--- src/rtl/crop_pkg.sv ---
// crop_pkg: definitions shared by the crop/pool pixel pipeline.
//   PIX_W      - default pixel width (signed two's complement)
//   HSUM_GROW  - extra bits for a 2-pixel horizontal sum
//   VSUM_GROW  - extra bits for a 4-pixel window sum
//   pixel_t    - default-width signed pixel
//   hsum_w/vsum_w - sum widths for a given pixel width
package crop_pkg;
  localparam int PIX_W     = 12;
  localparam int HSUM_GROW = 1;
  localparam int VSUM_GROW = 2;

  typedef logic signed [PIX_W-1:0] pixel_t;

  function automatic int hsum_w(input int pw);
    return pw + HSUM_GROW;
  endfunction

  function automatic int vsum_w(input int pw);
    return pw + VSUM_GROW;
  endfunction
endpackage

--- src/rtl/pool_line_buffer.sv ---
// pool_line_buffer: one-row store of horizontal pair sums for the 2x2 pooler.
//   clk     - write clock
//   wr_en   - write wr_data to entry wr_addr on the rising edge
//   wr_addr - write index (column pair)
//   wr_data - horizontal sum from the even row
//   rd_addr - read index (column pair)
//   rd_data - combinational read of entry rd_addr
// No reset: every entry is rewritten on an even row before it is read.
module pool_line_buffer #(
  parameter int DEPTH = 10,
  parameter int WIDTH = 13,
  parameter int AW    = (DEPTH > 1) ? $clog2(DEPTH) : 1
) (
  input  logic             clk,
  input  logic             wr_en,
  input  logic [AW-1:0]    wr_addr,
  input  logic [WIDTH-1:0] wr_data,
  input  logic [AW-1:0]    rd_addr,
  output logic [WIDTH-1:0] rd_data
);
  logic [WIDTH-1:0] mem [DEPTH];

  always_ff @(posedge clk) begin
    if (wr_en) mem[wr_addr] <= wr_data;
  end

  assign rd_data = mem[rd_addr];
endmodule

--- src/rtl/pool2x2_filter.sv ---
// pool2x2_filter: non-overlapping 2x2 average pooling of a raster pixel stream.
//   clk       - clock, rising edge
//   reset     - asynchronous active-high reset
//   pixel_in  - signed raster-order input pixel
//   in_valid  - pixel_in valid
//   in_ready  - block accepts pixel_in this cycle
//   pixel_out - floor average of one 2x2 window (registered)
//   out_valid - pixel_out valid
//   out_ready - downstream accepts pixel_out
// Even rows park the horizontal pair sum in a line buffer; the odd row adds its
// own pair to it, so each output appears one cycle after its last pixel.
module pool2x2_filter
  import crop_pkg::*;
#(
  parameter int PIXEL_BIT_WIDTH = PIX_W,
  parameter int IN_ROWS         = 20,
  parameter int IN_COLS         = 20
) (
  input  logic                       clk,
  input  logic                       reset,
  input  logic [PIXEL_BIT_WIDTH-1:0] pixel_in,
  input  logic                       in_valid,
  output logic                       in_ready,
  output logic [PIXEL_BIT_WIDTH-1:0] pixel_out,
  output logic                       out_valid,
  input  logic                       out_ready
);
  localparam int HW    = hsum_w(PIXEL_BIT_WIDTH);
  localparam int VW    = vsum_w(PIXEL_BIT_WIDTH);
  localparam int RW    = $clog2(IN_ROWS);
  localparam int CW    = $clog2(IN_COLS);
  localparam int DEPTH = IN_COLS / 2;
  localparam int AW    = (DEPTH > 1) ? $clog2(DEPTH) : 1;

  logic [RW-1:0]                     row;
  logic [CW-1:0]                     col;
  logic signed [PIXEL_BIT_WIDTH-1:0] held;
  logic signed [PIXEL_BIT_WIDTH-1:0] pix_s;
  logic signed [HW-1:0]              h_sum;
  logic signed [HW-1:0]              lb_rd_s;
  logic [HW-1:0]                     lb_rd;
  logic signed [VW-1:0]              v_sum;
  logic [AW-1:0]                     lb_addr;
  logic                              accept, last_col, last_row;
  logic                              lb_wr, win_done;

  // Output register can take a new value whenever it is empty or draining.
  assign in_ready = ~out_valid | out_ready;
  assign accept   = in_valid & in_ready;
  assign last_col = (col == CW'(IN_COLS - 1));
  assign last_row = (row == RW'(IN_ROWS - 1));

  assign pix_s    = pixel_in;
  assign h_sum    = HW'(held) + HW'(pix_s);
  assign lb_rd_s  = lb_rd;
  assign v_sum    = VW'(lb_rd_s) + VW'(held) + VW'(pix_s);
  assign lb_addr  = AW'(col >> 1);

  assign lb_wr    = accept & ~row[0] & col[0];
  assign win_done = accept &  row[0] & col[0];

  pool_line_buffer #(.DEPTH(DEPTH), .WIDTH(HW), .AW(AW)) u_lb (
    .clk     (clk),
    .wr_en   (lb_wr),
    .wr_addr (lb_addr),
    .wr_data (h_sum),
    .rd_addr (lb_addr),
    .rd_data (lb_rd)
  );

  always_ff @(posedge clk or posedge reset) begin
    if (reset) begin
      row  <= '0;
      col  <= '0;
      held <= '0;
    end else if (accept) begin
      if (!col[0]) held <= pix_s;
      if (last_col) begin
        col <= '0;
        row <= last_row ? '0 : row + 1'b1;
      end else begin
        col <= col + 1'b1;
      end
    end
  end

  // Arithmetic shift floors toward minus infinity; the 4-pixel mean always
  // fits back into the pixel width.
  always_ff @(posedge clk or posedge reset) begin
    if (reset) begin
      out_valid <= 1'b0;
      pixel_out <= '0;
    end else if (win_done) begin
      out_valid <= 1'b1;
      pixel_out <= PIXEL_BIT_WIDTH'(v_sum >>> 2);
    end else if (out_valid && out_ready) begin
      out_valid <= 1'b0;
    end
  end
endmodule
--- config.mk ---
export PLATFORM = sky130hd
export DESIGN_NAME = pool2x2_filter
export DESIGN_NICKNAME = d
export VERILOG_FILES = /design/src/rtl/crop_pkg.sv /design/src/rtl/pool_line_buffer.sv /design/src/rtl/pool2x2_filter.sv
export SDC_FILE = /design/constraint.sdc
export NUM_CORES = 1
export LEC_CHECK = 0
export CORE_MARGIN = 10
export CORE_UTILIZATION = 45
export DETAILED_ROUTE_END_ITERATION = 12
export SYNTH_ARGS = -nofsm -noshare
export SYNTH_HDL_FRONTEND = slang
export SYNTH_SLANG_ARGS = --single-unit
--- constraint.sdc ---
create_clock -name clk -period 11.4 [get_ports clk]
set_input_delay 2.28 -clock clk [delete_from_list [all_inputs] [get_ports clk]]
set_output_delay 2.28 -clock clk [all_outputs]
set_load 0.005 [all_outputs]
==> results.txt, run 1 <==
run status - finished clean
unrepaired setup endpoints after global routing - no
Leak Pwr - 3.17 nW
first-pass GRT wire length - 22,800 microns
H-Tree Depth - 4
largest net degree at the start of global routing - 47
hold worst-path end - pixel_out[1]$_DFFE_PP0P_
initial antenna violation count - 0
Slowest-stage cell, CP - clkdlybuf4s50_1
Hold Startpoint - pixel_out[1]$_DFFE_PP0P_
most frequent cell after synthesis - edfxtp_1
Die W - 150 microns
drt pass-1 iters - 4
period utilisation layout - 49.9%
Die Height - 150 microns
Routed Wire Length - 14,300 microns
Final Hold Fails - 0
Util after Layout - 52.9%
Comb power frac - 46.6%
Synth Area in Compound Gates - 7.27%
# hold bufs at CTS - 0
cell taking the most area after synthesis - edfxtp_1
Avg WL per Cell - 18.5 microns
Setup CP Type - input pin to output port
CP Cell Sequence - clkdlybuf4s50_1, nand2b_1, clkdlybuf4s50_1
Placed Cells - 742
die area - 0.0225 sq mm
clock power share - 19.6%
clk buf depth - 2
r2r setup slk - 6.37 ns
placed inst area - 0.00823 sq mm
RR Startpoint - col[1]$_DFFE_PP0P_
Synth Area in XOR/XNOR - 2.65%
CTS tree - built
vias in the first global route - 4,268
Filler cells - 1,366
worst skew pair latency - 0.42 ns
GRT overflow - 0
CTS root buffer - clkbuf_16
final slew viol count - 0
maxcap violations - 0
clock-pin transition on the worst setup and hold timing paths - 0.06 ns
final std cells w/o fill - 773
I/O pins - 30
cells after synthesis - 496
Netlist Area Pre-Place - 0.00759 sq mm
Post-synth ARST share - 21.2%
IO Port Bufs - 29
fin nets - 596
RR Endpoint - pixel_out[11]$_DFFE_PP0P_
core area - 0.0166 sq mm
cells on worst reg2reg path - 15
Post-Synth Adder-Cell Area - 7.81%
synth warn - 0
Max stage delay on crit path - 0.53 ns
Antenna Violating Nets Remaining - 0
post-CTS resize count - 0
syn avg cell area - 15.3 sq um
post-synthesis sequential area ratio - 63.0%
Post-Synth Simple-Gate Area - 5.78%
clk_skew - 0.0123 ns
area delta synth->final - 15.6%
post-synth top area share - 51.4%
CP arrival - 3.41 ns
syn_nets - 551
startpoint types - input pin
library cells used by synthesis - 42
main area contributors after synthesis - edfxtp_1, dfrtp_1, mux4_2
switching share of power - 36.9%
post-synthesis mux area share - 11.7%
remaining routing DRC violations - 0
CP required - 9.12 ns
vias per inst - 5.29
list of most frequent post-synthesis cells - edfxtp_1, nand2_1, dfrtp_1, mux4_2, ha_1
Crit Path Max Fanout - 4
Fin Hold WS - 0.479 ns
Least-Margin Pin Slew - 0.937 ns
setup_tns - 0 ns
Hold WC Path Type - flip-flop to flip-flop
n_diodes - 0
global-route usage over all layers - 13.3%
Crit. End Element - output port
Clock Sinks - 165
Post-synth EDFFs - 130
post-route cell area - 0.00878 sq mm
GPL Wtd Cong - 0.757
Seq cells post-synth - 165
Main synth FF type - edfxtp_1
ratio of cells with drive above 1 in the final layout - 17.4%
PD cells - 312 mW/mm^2
hold path cells - 2
DR iter-0 viols - 191
postcts setup bufs - 0
initial core utilization - 45.8%
setup violators final - 0
TritonCTS Buffers - 17
combinational family with the most area after synthesis - multiplexers
Fmax achieved - 176 MHz
Power Internal - 1.73 mW
Sequential Power Share - 33.8%
peak supply drop - 0.145 mV
Post-DP HPWL - 9400 microns
Slew Limit Headroom - 36.9%
Most common cell on crit path - clkdlybuf4s50_1
Tmin final - 5.69 ns
Switching Power - 1.01 mW
DR vias - 4,087
Site Rows - 47
metal layers:
metal  global-route usage [%]  vias up  part of all wire, %
met5                        0        -                    0
met4                     4.52        0                  1.3
met3                     2.69       15                  3.8
met2                     22.1       62                   49
met1                     17.1     2030                   46
li1                         -     1980                    -
critical path, delay by kind of cell:
family,cells,cell delay (ns)
buffers and inverters,2,0.97
and+or+nand+nor,1,0.16
sequential cells by signal (all words and copies together), names as in the netlist:
signal     cells
out_valid      1
u_lb.mem     130
held          12
pixel_out     12
col            5
row            5
power groups by stage:
stage | sequential, mW | combinational [mW] | clock, mW
after floorplan | 0.934 | 0.970 | 0
after global placement | 0.936 | 1.26 | 0
after detailed placement | 0.941 | 1.29 | 0
after CTS | 0.929 | 1.30 | 0.549
after global routing | 0.938 | 1.44 | 0.574
final | 0.927 | 1.28 | 0.537
final cells by class:
type | count | area (sq um) | area share [%]
clock inverter | 14 | 129 | 1.47
tap | 220 | 275 | 3.14
clock buffer | 17 | 425 | 4.85
multi-input combinational | 294 | 2690 | 30.7
timing repair buffer | 45 | 410 | 4.67
sequential | 165 | 4780 | 54.5
inverter | 18 | 67.6 | 0.770
metrics by stage:
stage | power, mW | setup WS (ns)
floorplan | 1.90 | 6.19
global placement | 2.19 | 5.39
detailed placement | 2.23 | 5.35
CTS | 2.78 | 5.71
global route | 2.95 | 5.55
finish | 2.74 | 5.71
cell families after synthesis:
family / count (synthesis)
adders and majority gates: 39
DFF: 165
and+or+nand+nor: 92
muxes: 54
AOI/OAI and AO/OA: 86
buffers and inverters: 37
xor gates and xnor gates: 23
placed cells by master (no fill, tap or decap), types with 2 or more instances in the layout:
| cell type | instances |
|---|---|
| xnor2_1 | 15 |
| a21o_1 | 8 |
| o21ai_1 | 5 |
| nor3_2 | 4 |
| nor2b_1 | 12 |
| nor2_1 | 18 |
| fa_1 | 14 |
| nand2b_1 | 5 |
| mux4_2 | 26 |
| a31oi_1 | 3 |
| clkbuf_16 | 17 |
| o21bai_1 | 4 |
| clkinv_2 | 2 |
| clkinv_4 | 3 |
| clkinvlp_4 | 4 |
| nand2_1 | 36 |
| o41ai_1 | 2 |
| mux2i_1 | 12 |
| o21ai_0 | 22 |
| clkdlybuf4s50_1 | 29 |
| and2_1 | 2 |
| nor3b_1 | 2 |
| inv_6 | 2 |
| xor2_1 | 8 |
| ha_1 | 25 |
| mux2_2 | 16 |
| dfrtp_1 | 34 |
| a211oi_1 | 10 |
| a21oi_1 | 24 |
| buf_4 | 16 |
| nand4_1 | 4 |
| nor3_1 | 2 |
| inv_1 | 18 |
| edfxtp_1 | 130 |
| nand3_1 | 3 |
worst max path at each step:
stage | cells after the start | slack [ns] | to | start
2_1_floorplan | 13 | 6.19 | pixel_out[11]$_DFFE_PP0P_ | pixel_in[0]
3_3_place_gp | 14 | 5.39 | pixel_out[11]$_DFFE_PP0P_ | pixel_in[0]
3_5_place_dp | 14 | 5.35 | pixel_out[11]$_DFFE_PP0P_ | pixel_in[0]
4_1_cts | 3 | 5.71 | in_ready | out_ready
5_1_grt | 14 | 5.55 | pixel_out[11]$_DFFE_PP0P_ | pixel_in[0]
6_report | 3 | 5.71 | in_ready | out_ready
Power figures use the tool's default switching activity.
==> run 2, diff against run 1 <==
==> constraint.sdc (replaced) <==
create_clock -name clk -period 4.6 [get_ports clk]
set_input_delay 0.92 -clock clk [delete_from_list [all_inputs] [get_ports clk]]
set_output_delay 0.92 -clock clk [all_outputs]
set_load 0.005 [all_outputs]
==> results.txt, run 2 (synthesized netlist as in run 1, its figures left out) <==
Leak Pwr - 3.24 nW (+2.4%)
Site Rows - 47 (unchanged)
die area - 0.0225 sq mm (unchanged)
unrepaired setup endpoints after global routing - no
IO Port Bufs - 29 (unchanged)
max reg flops - 130 (unchanged)
Hold WC Path Type - flip-flop to flip-flop
Setup CP Type - flip-flop to flip-flop
CP required - 4.87 ns (-4.25 ns)
CTS tree - built
H-Tree Depth - 4 (unchanged)
PD cells - 780 mW/mm^2 (+150%)
Routed Wire Length - 14,200 microns (-0.50%)
period utilisation layout - 94.8%
maxcap violations - 0 (unchanged)
Placed Cells - 749 (+0.94%)
DR vias - 4,140 (+1.3%)
Crit. End Element - flip-flop
Max stage delay on crit path - 0.50 ns (-0.03 ns)
Slowest-stage cell, CP - mux4_2
n_diodes - 0 (unchanged)
Slew Limit Headroom - 27.2% (-9.7 points)
RR Startpoint - col[1]$_DFFE_PP0P_
CP Cell Sequence - mux4_2, nor2b_1, a211oi_1, a21oi_1, fa_1, fa_1, a21o_1, a21oi_1, o21bai_1, a21oi_1, o21bai_1, a41o_1, a2111oi_1, o41ai_1
global-route usage over all layers - 13.2% (-0.15 points)
remaining routing DRC violations - 0 (unchanged)
Final Hold Fails - 0 (unchanged)
DR iter-0 viols - 186 (-2.6%)
clk_skew - 0.00642 ns (-0.00592 ns)
peak supply drop - 0.349 mV (+140%)
final slew viol count - 0 (unchanged)
setup violators final - 0 (unchanged)
core area - 0.0166 sq mm (unchanged)
cells on worst reg2reg path - 14 (-1)
Clock Sinks - 165 (unchanged)
Least-Margin Pin Slew - 1.08 ns (+0.143 ns)
Die Height - 150 microns (unchanged)
initial antenna violation count - 0 (unchanged)
# hold bufs at CTS - 0 (unchanged)
most frequent cells in the layout - edfxtp_1, nand2_1, dfrtp_1, clkdlybuf4s50_1, buf_4
ratio of cells with drive above 1 in the final layout - 19.1% (+1.8 points)
final std cells w/o fill - 785 (+1.6%)
largest registers - u_lb.mem x130, held x12, pixel_out x12
Top reg by flops - u_lb.mem
Most common cell on crit path - a21oi_1
r2r setup slk - 0.24 ns (-6.13 ns)
crit path capture - pixel_out[11]$_DFFE_PP0P_
fin nets - 607 (+1.8%)
CP Launch Point - col[1]$_DFFE_PP0P_
I/O pins - 30 (unchanged)
vias in the first global route - 4,236 (-0.75%)
Tmin final - 4.36 ns
run status - finished clean
largest net degree at the start of global routing - 25 (-47%)
vias per inst - 5.27 (-0.25%)
CP arrival - 4.63 ns (+1.22 ns)
Final WS setup - 0.237 ns (-5.48 ns)
area delta synth->final - 17.2%
pre-CTS setup slack - 0.0649 ns (-5.29 ns)
RR Endpoint - pixel_out[11]$_DFFE_PP0P_
drt pass-1 iters - 4 (unchanged)
clk buf depth - 2 (unchanged)
CTS root buffer - clkbuf_16
commonest non-fill, non-tap cell in the layout - edfxtp_1
worst skew pair latency - 0.42 ns (about the same)
Antenna Violating Nets Remaining - 0 (unchanged)
first-pass GRT wire length - 22,500 microns (-1.5%)
GPL Wtd Cong - 0.748 (-1.2%)
GRT overflow - 0 (unchanged)
setup_tns - 0 ns (unchanged)
Post-DP HPWL - 10,000 microns (+6.9%)
initial core utilization - 45.8% (unchanged)
startpoint types - flip-flop
Die W - 150 microns (unchanged)
Crit Path Max Fanout - 9 (+5)
Avg WL per Cell - 18.1 microns (-2.0%)
Fin Hold WS - 0.478 ns (-0.00125 ns)
Fmax achieved - 229 MHz
TritonCTS Buffers - 17 (unchanged)
clock-pin transition on the worst setup and hold timing paths - 0.07 ns (about the same)
## run 2: cell types whose count changed in the layout (fill, tap and decap cells not counted), sizes merged
cell      previous run  this run
clkinvlp             4         2
inv                 21        27
clkinv               6         3
buf                 16        27
## run 2: routing by layer
metal / vias up / share of wire [%] / GRT usage (%)
met5: - / 0 / 0
met4: 0 / 0.70 / 3.35
met1: 2076 / 46 / 16.9
met3: 8 / 4.3 / 3.71
met2: 68 / 49 / 21.6
li1: 1988 / - / -
## run 2: timing repair
| item | 4_1_cts | 5_1_grt |
|---|---|---|
| endpoints found under the setup margin | 0 | 1 |
| buffers inserted | 0 | 4 |
| gates resized for setup | 0 | 2 |
## run 2: through the flow
step | util [%] | total power, mW | area [sq um]
3_5_place_dp | 49.9 | 5.57 | 8280
5_1_grt | 53.7 | 7.48 | 8900
3_3_place_gp | 49.9 | 5.48 | 8280
2_1_floorplan | - | 4.72 | 7590
4_1_cts | 53.4 | 6.98 | 8860
6_report | 53.7 | 6.94 | 8900
## run 2: how the worst min path moves through the flow
stage | startpoint | end | cells after the start
CTS | pixel_out[5]$_DFFE_PP0P_ | pixel_out[5]$_DFFE_PP0P_ | 2
floorplan | pixel_out[11]$_DFFE_PP0P_ | pixel_out[11]$_DFFE_PP0P_ | 2
global placement | pixel_out[2]$_DFFE_PP0P_ | pixel_out[2]$_DFFE_PP0P_ | 2
detailed placement | pixel_out[5]$_DFFE_PP0P_ | pixel_out[5]$_DFFE_PP0P_ | 2
finish | pixel_out[5]$_DFFE_PP0P_ | pixel_out[5]$_DFFE_PP0P_ | 2
global route | pixel_out[2]$_DFFE_PP0P_ | pixel_out[2]$_DFFE_PP0P_ | 2
## run 2: layout make-up
class | count | area (sq um)
Clock inverter | 15 | 160
Tap cell | 220 | 275
Clock buffer | 17 | 425
Fill cell | 1375 | 7690
Timing Repair Buffer | 56 | 493
Multi-Input combinational cell | 294 | 2690
Sequential cell | 165 | 4780
Inverter | 18 | 67.6
## run 2: report_power, final
group	internal (mW)	switching, mW
logic	1.41	1.80
registers	2.20	0.152
clock network	0.770	0.623
## run 2: worst max-delay path, delay by kind of cell, from the launching register on
kind                     cells  cell delay, ns
flip-flops                   1            0.49
AO/OA/AOI/OAI               10            2.09
adder cells (fa/ha/maj)      2            0.99
AND/OR/NAND/NOR              1            0.14
multiplexers                 1            0.50
